File: src/rtl/ex_mem_stage.sv
`default_nettype none
// =====================================================================
// ex_mem_stage : EX/MEM boundary, 2-entry elastic buffer, BEQ resolve
// Optional forwarding bus enabled by defining EXMEM_FWD_EN.
// Revision 1.0
// =====================================================================
module ex_mem_stage #(
    parameter int DW = 32,
    parameter int RW = 5
) (
    input  logic          clk,
    input  logic          rst_n,
    input  logic          in_valid,
    output logic          in_ready,
    input  logic [DW-1:0] in_result,
    input  logic          in_zero,
    input  logic [RW-1:0] in_rd,
    input  logic          in_regwrite,
    input  logic          in_branch,
    input  logic [DW-1:0] in_target,
    input  logic          flush,
    output logic          out_valid,
    input  logic          out_ready,
    output logic [DW-1:0] out_result,
    output logic [RW-1:0] out_rd,
    output logic          out_regwrite,
    output logic          br_taken,
    output logic [DW-1:0] br_target,
    output logic [1:0]    occupancy,
    output logic          fwd_valid,
    output logic [RW-1:0] fwd_rd,
    output logic [DW-1:0] fwd_data
);

    typedef enum logic [1:0] {
        EMPTY = 2'd0,
        ONE   = 2'd1,
        FULL  = 2'd2
    } state_t;

    state_t        r_state;
    state_t        w_next;
    logic          r_head;
    logic          r_tail;
    logic [DW-1:0] r_result [2];
    logic [RW-1:0] r_rd     [2];
    logic          r_rw     [2];
    logic          r_br_taken;
    logic [DW-1:0] r_br_target;
    logic          w_push;
    logic          w_pop;
    logic          w_rw;

    // in_ready is gated by rst_n so nothing is accepted while held in reset
    assign in_ready = rst_n & (r_state != FULL);
    assign w_push   = in_valid & in_ready & ~flush;
    assign w_pop    = out_valid & out_ready;
    assign w_rw     = in_regwrite & ~in_branch & (in_rd != '0);

    always_comb begin
        w_next = r_state;
        case (r_state)
            EMPTY: if (w_push) w_next = ONE;
            ONE: begin
                if (w_push && !w_pop)      w_next = FULL;
                else if (!w_push && w_pop) w_next = EMPTY;
            end
            FULL:  if (w_pop) w_next = ONE;
            default: w_next = EMPTY;
        endcase
        if (flush) w_next = EMPTY;
    end

    always_ff @(posedge clk or negedge rst_n) begin
        if (!rst_n) begin
            r_state <= EMPTY;
            r_head  <= 1'b0;
            r_tail  <= 1'b0;
        end else begin
            r_state <= w_next;
            if (flush) begin
                r_head <= 1'b0;
                r_tail <= 1'b0;
            end else begin
                if (w_push) r_tail <= ~r_tail;
                if (w_pop)  r_head <= ~r_head;
            end
        end
    end

    always_ff @(posedge clk or negedge rst_n) begin
        if (!rst_n) begin
            for (int i = 0; i < 2; i++) begin
                r_result[i] <= '0;
                r_rd[i]     <= '0;
                r_rw[i]     <= 1'b0;
            end
        end else if (w_push) begin
            r_result[r_tail] <= in_result;
            r_rd[r_tail]     <= in_rd;
            r_rw[r_tail]     <= w_rw;
        end
    end

    // Branch pulse: push already excludes flush, so flushed branches never fire
    always_ff @(posedge clk or negedge rst_n) begin
        if (!rst_n) begin
            r_br_taken  <= 1'b0;
            r_br_target <= '0;
        end else begin
            r_br_taken <= w_push & in_branch & in_zero;
            if (w_push && in_branch && in_zero) r_br_target <= in_target;
        end
    end

    assign out_valid    = (r_state != EMPTY);
    assign out_result   = out_valid ? r_result[r_head] : '0;
    assign out_rd       = out_valid ? r_rd[r_head]     : '0;
    assign out_regwrite = out_valid & r_rw[r_head];
    assign occupancy    = r_state;
    assign br_taken     = r_br_taken;
    assign br_target    = r_br_target;

`ifdef EXMEM_FWD_EN
    assign fwd_valid = out_valid & out_regwrite;
    assign fwd_rd    = out_rd;
    assign fwd_data  = out_result;
`else
    assign fwd_valid = 1'b0;
    assign fwd_rd    = '0;
    assign fwd_data  = '0;
`endif

endmodule
`default_nettype wire

File: config.mk
export PLATFORM = sky130hd
export DESIGN_NAME = ex_mem_stage
export DESIGN_NICKNAME = d
export VERILOG_FILES = /design/src/rtl/ex_mem_stage.sv
export SDC_FILE = /design/constraint.sdc
export NUM_CORES = 1
export LEC_CHECK = 0
export ABC_AREA = 1
export CORE_MARGIN = 4
export CORE_UTILIZATION = 48
export DETAILED_ROUTE_END_ITERATION = 10
export PLACE_DENSITY = 0.92
export SYNTH_ARGS = -nofsm -noshare
export SYNTH_HDL_FRONTEND = slang
export SYNTH_SLANG_ARGS = --single-unit
File: constraint.sdc
create_clock -name clk -period 2.4 [get_ports clk]
set_clock_uncertainty 0.05 [all_clocks]
set_input_delay 0.24 -clock clk [delete_from_list [all_inputs] [get_ports clk]]
set_output_delay 0.24 -clock clk [all_outputs]
set_load 0.01 [all_outputs]
==> impl_metrics.sql <==
INSERT INTO impl_metrics (metric_group, metric, value, unit) VALUES
('routing', 'drc', '0', ''),
('die', 'rows', '37', ''),
('routing', 'drt_iter0_markers', '319', ''),
('critical_path', 'cp_data_arrival_time', '2010', 'ps'),
('global_routing', 'grtUsageTotal', '21.0', '%'),
('power_and_ir_drop', 'cellLeakagePower', '3.68', 'nW'),
('die', 'initial_utilization', '49.9', '%'),
('synthesis', 'synth.cell_area', '5230', 'µm²'),
('timing', 'max_freq', '0.436', 'GHz'),
('routing', 'first_pass_iters', '6', ''),
('timing', 'grt_setup_unrepaired', 'true', ''),
('timing', 'timing.final.crit_period', '2300', 'ps'),
('critical_path', 'critPathKind', 'reg2out', ''),
('synthesis', 'synth_largest_area_cell', 'dfrtp_1', ''),
('finish', 'num-nets-final', '850', ''),
('finish', 'area_added_between_synthesis_and_finish', '40.0', '%'),
('power_and_ir_drop', 'irDropWorstVdd', '0.000733', 'V'),
('routing', 'viasPerCell', '4.88', ''),
('clock_network', 'clock_latency', '490', 'ps'),
('clock_network', 'cts_root_buf', 'clkbuf_8', ''),
('synthesis', 'synthesis.instances', '625', ''),
('synthesis', 'yosys.cell_count.top_type', 'nand2_1', ''),
('global_routing', 'vias_in_the_first_global_route', '4506', ''),
('die', 'dieArea', '12600', 'µm²'),
('critical_path', 'critical_path.max_fanout', '25', ''),
('timing', 'timing.final.setup_violations', '0', ''),
('die', 'ios', '190', ''),
('run', 'max_cap_viol_count', '0', ''),
('synthesis', 'postSynth.asyncResetShare', '100', '%'),
('die', 'die_width', '112', 'µm'),
('die', 'chipHeight', '112', 'µm'),
('clock_network', 'ctsLongestPathBuffers', '2', ''),
('global_routing', 'maximum_number_of_pins_on_one_net_before_global_route_repair', '94', ''),
('synthesis', 'synth_cell_type_count', '22', ''),
('clock_network', 'tritoncts', 'done', ''),
('placement', 'gpl.final_weighted_congestion', '0.771', ''),
('clock_network', 'cts.sink_count', '113', ''),
('global_routing', 'global_route_total_overflow', '0', ''),
('hold_path', 'hold_path.class', 'in2async', ''),
('routing', 'final_antenna_net_count', '0', ''),
('finish', 'antenna_cells', '0', ''),
('timing', 'fin_crit_sh', '95.6', '%'),
('clock_network', 'cts_inserted_buffers', '17', ''),
('clock_network', 'cts_post_setup_buffers_inserted', '0', ''),
('critical_path', 'worst_ep_required_time', '2110', 'ps'),
('synthesis', 'synth.area.top_cells', 'dfrtp_1 (54%), nand2_1 (18%), buf_4 (5.9%)', ''),
('finish', 'post-route-util', '69.9', '%'),
('outcome', 'run_status', 'finished, final reports clean', ''),
('finish', 'drive_gt1_share', '8.14', '%'),
('synthesis', 'netlist_top_cells_count', 'nand2_1 (257), dfrtp_1 (113), o21ai_1 (53)', ''),
('routing', 'drt_wl_total', '13200', 'µm'),
('synthesis', 'synth_flop_cell', 'dfrtp_1', ''),
('placement', 'port_buffers', '151', ''),
('routing', 'wire_per_inst', '14.3', 'µm'),
('power_and_ir_drop', 'totalPowerFinal', '6.86', 'mW'),
('global_routing', 'grt_pass1_wl', '21600', 'µm'),
('routing', 'vias', '4499', ''),
('clock_network', 'clk_pin_slew', '60', 'ps'),
('synthesis', 'postSynthRegisterBits', '113', ''),
('timing', 'slew_headroom', '64.8', '%'),
('synthesis', 'ys_warn_count', '0', ''),
('placement', 'hpwlAfterDp', '9110', 'µm'),
('die', 'coreArea', '10500', 'µm²'),
('clock_network', 'cts_htree_levels', '4', ''),
('synthesis', 'post_synth.cell_area_avg', '8.36', 'µm²'),
('critical_path', 'setup.worst_path.start_class', 'flop', ''),
('critical_path', 'crit_path_end_kind', 'primary output', ''),
('timing', 'report.final.slew_viol_count', '0', ''),
('timing', 'tightestPinTransition', '528', 'ps'),
('synthesis', 'synth_seq_area_share', '54.1', '%'),
('global_routing', 'antenna_found_initial', '0', ''),
('synthesis', 'synth.top_cell.area_share', '54.1', '%'),
('critical_path', 'timing.reg2reg.worst_path_depth', '8', ''),
('synthesis', 'synth-edff-count', '0', ''),
('power_and_ir_drop', 'pwr_density_cell', '938', 'nW/µm²'),
('timing', 'hold_viol', '0', '');
-- cells by family (layout without fill, tap and decap cells) --
group	count (synthesis)	after routing	share of synthesized area [%]
compound gates	116	116	11.8
buf+inv	119	243	13.1
flops	113	113	54.1
other cells	1	38	0.0718
simple gates	276	276	20.9
-- layer usage --
metal	vias up	global-route usage, %	part of all wire [%]
li1	2160	-	-
met1	2099	25.1	40
met2	222	35.1	48
met3	18	8.68	10
met4	0	6.01	1.2
met5	-	0	0
-- state kept, by name, indices dropped and copies added (netlist names) --
register   count
r_result      64
br_target     32
r_rd          10
occupancy      2
r_rw           2
br_taken       1
r_head         1
r_tail         1
-- area by class of cell --
type / instances / area, µm²
multi-input combinational: 430 / 1860
inverter: 47 / 176
fill: 765 / 3150
clock buffer: 18 / 418
timing repair buffer: 164 / 1660
tap: 136 / 170
clock inverter: 14 / 205
sequential: 113 / 2830
-- placed cells by master (no fill, tap or decap) --
| master | Yosys | routed |
|---|---|---|
| inv_1 | 45 | 45 |
| nor2_8 | 1 | 1 |
| dlygate4sd3_1 | 0 | 1 |
| buf_4 | 41 | 10 |
| buf_12 | 0 | 2 |
| bufinv_16 | 0 | 4 |
| clkdlybuf4s50_1 | 0 | 143 |
| o21ai_2 | 10 | 10 |
| clkinv_4 | 0 | 6 |
| o21ai_1 | 53 | 53 |
| nand3_4 | 1 | 1 |
| clkbuf_8 | 0 | 1 |
| conb_1 | 1 | 38 |
| clkbuf_1 | 10 | 1 |
| inv_6 | 0 | 2 |
| clkbuf_16 | 0 | 16 |
| nand2_2 | 4 | 4 |
| or2_2 | 1 | 1 |
| nand4_1 | 2 | 2 |
| a21oi_1 | 38 | 38 |
| dlymetal6s2s_1 | 0 | 7 |
| nor2_1 | 5 | 4 |
| nand2_1 | 257 | 257 |
| o21ai_0 | 15 | 15 |
| dfrtp_1 | 113 | 113 |
| nand3b_1 | 1 | 1 |
| inv_2 | 2 | 2 |
| nand3_1 | 4 | 4 |
| buf_8 | 0 | 1 |
| clkinvlp_4 | 0 | 2 |
| nor2_4 | 0 | 1 |
-- power by group --
part | total [mW] | switching [mW] | internal (mW)
clock network | 2.61 | 0.907 | 1.70
logic | 1.67 | 0.834 | 0.838
registers | 2.58 | 0.245 | 2.33
-- per-stage QoR --
step / setup WS (ps) / cells / TNS (ps) / hold slack (ps) / cell area, µm²
2_1_floorplan: 963 / 662 / 0 / -106 / 5360
3_3_place_gp: 544 / 889 / 0 / 119 / 6660
3_5_place_dp: 500 / 889 / 0 / 123 / 6660
4_1_cts: 37.0 / 922 / 0 / 143 / 7300
5_1_grt: -7.35 / 922 / -17.5 / 170 / 7320
6_report: 104 / 922 / 0 / 164 / 7320
-- critical path, stage by stage (launching register included) --
cell and delay, ps:
dfrtp_1 470, nor2_4 60, buf_4 230, a21oi_1 180
clkdlybuf4s50_1 560
-- worst paths after layout --
path | startpoint | end | slack, ps
min reg2reg | br_target[4] | br_target[4] | 430
min in group clk | in_target[19] | br_target[19] | 230
max reg2reg | occupancy[0] | br_target[2] | 680
max in group asynchronous | rst_n | r_result[27] | 1380
max | occupancy[1] | out_result[0] | 100
min | rst_n | r_head | 160
-- what timing repair did --
| item | CTS | global route |
|---|---|---|
| endpoints found under the hold margin | 20 | 0 |
| resized for setup | 1 | 8 |
| hold buffers | 1 | 0 |
| setup endpoints to repair | 1 | 11 |
Power figures use the tool's default switching activity.
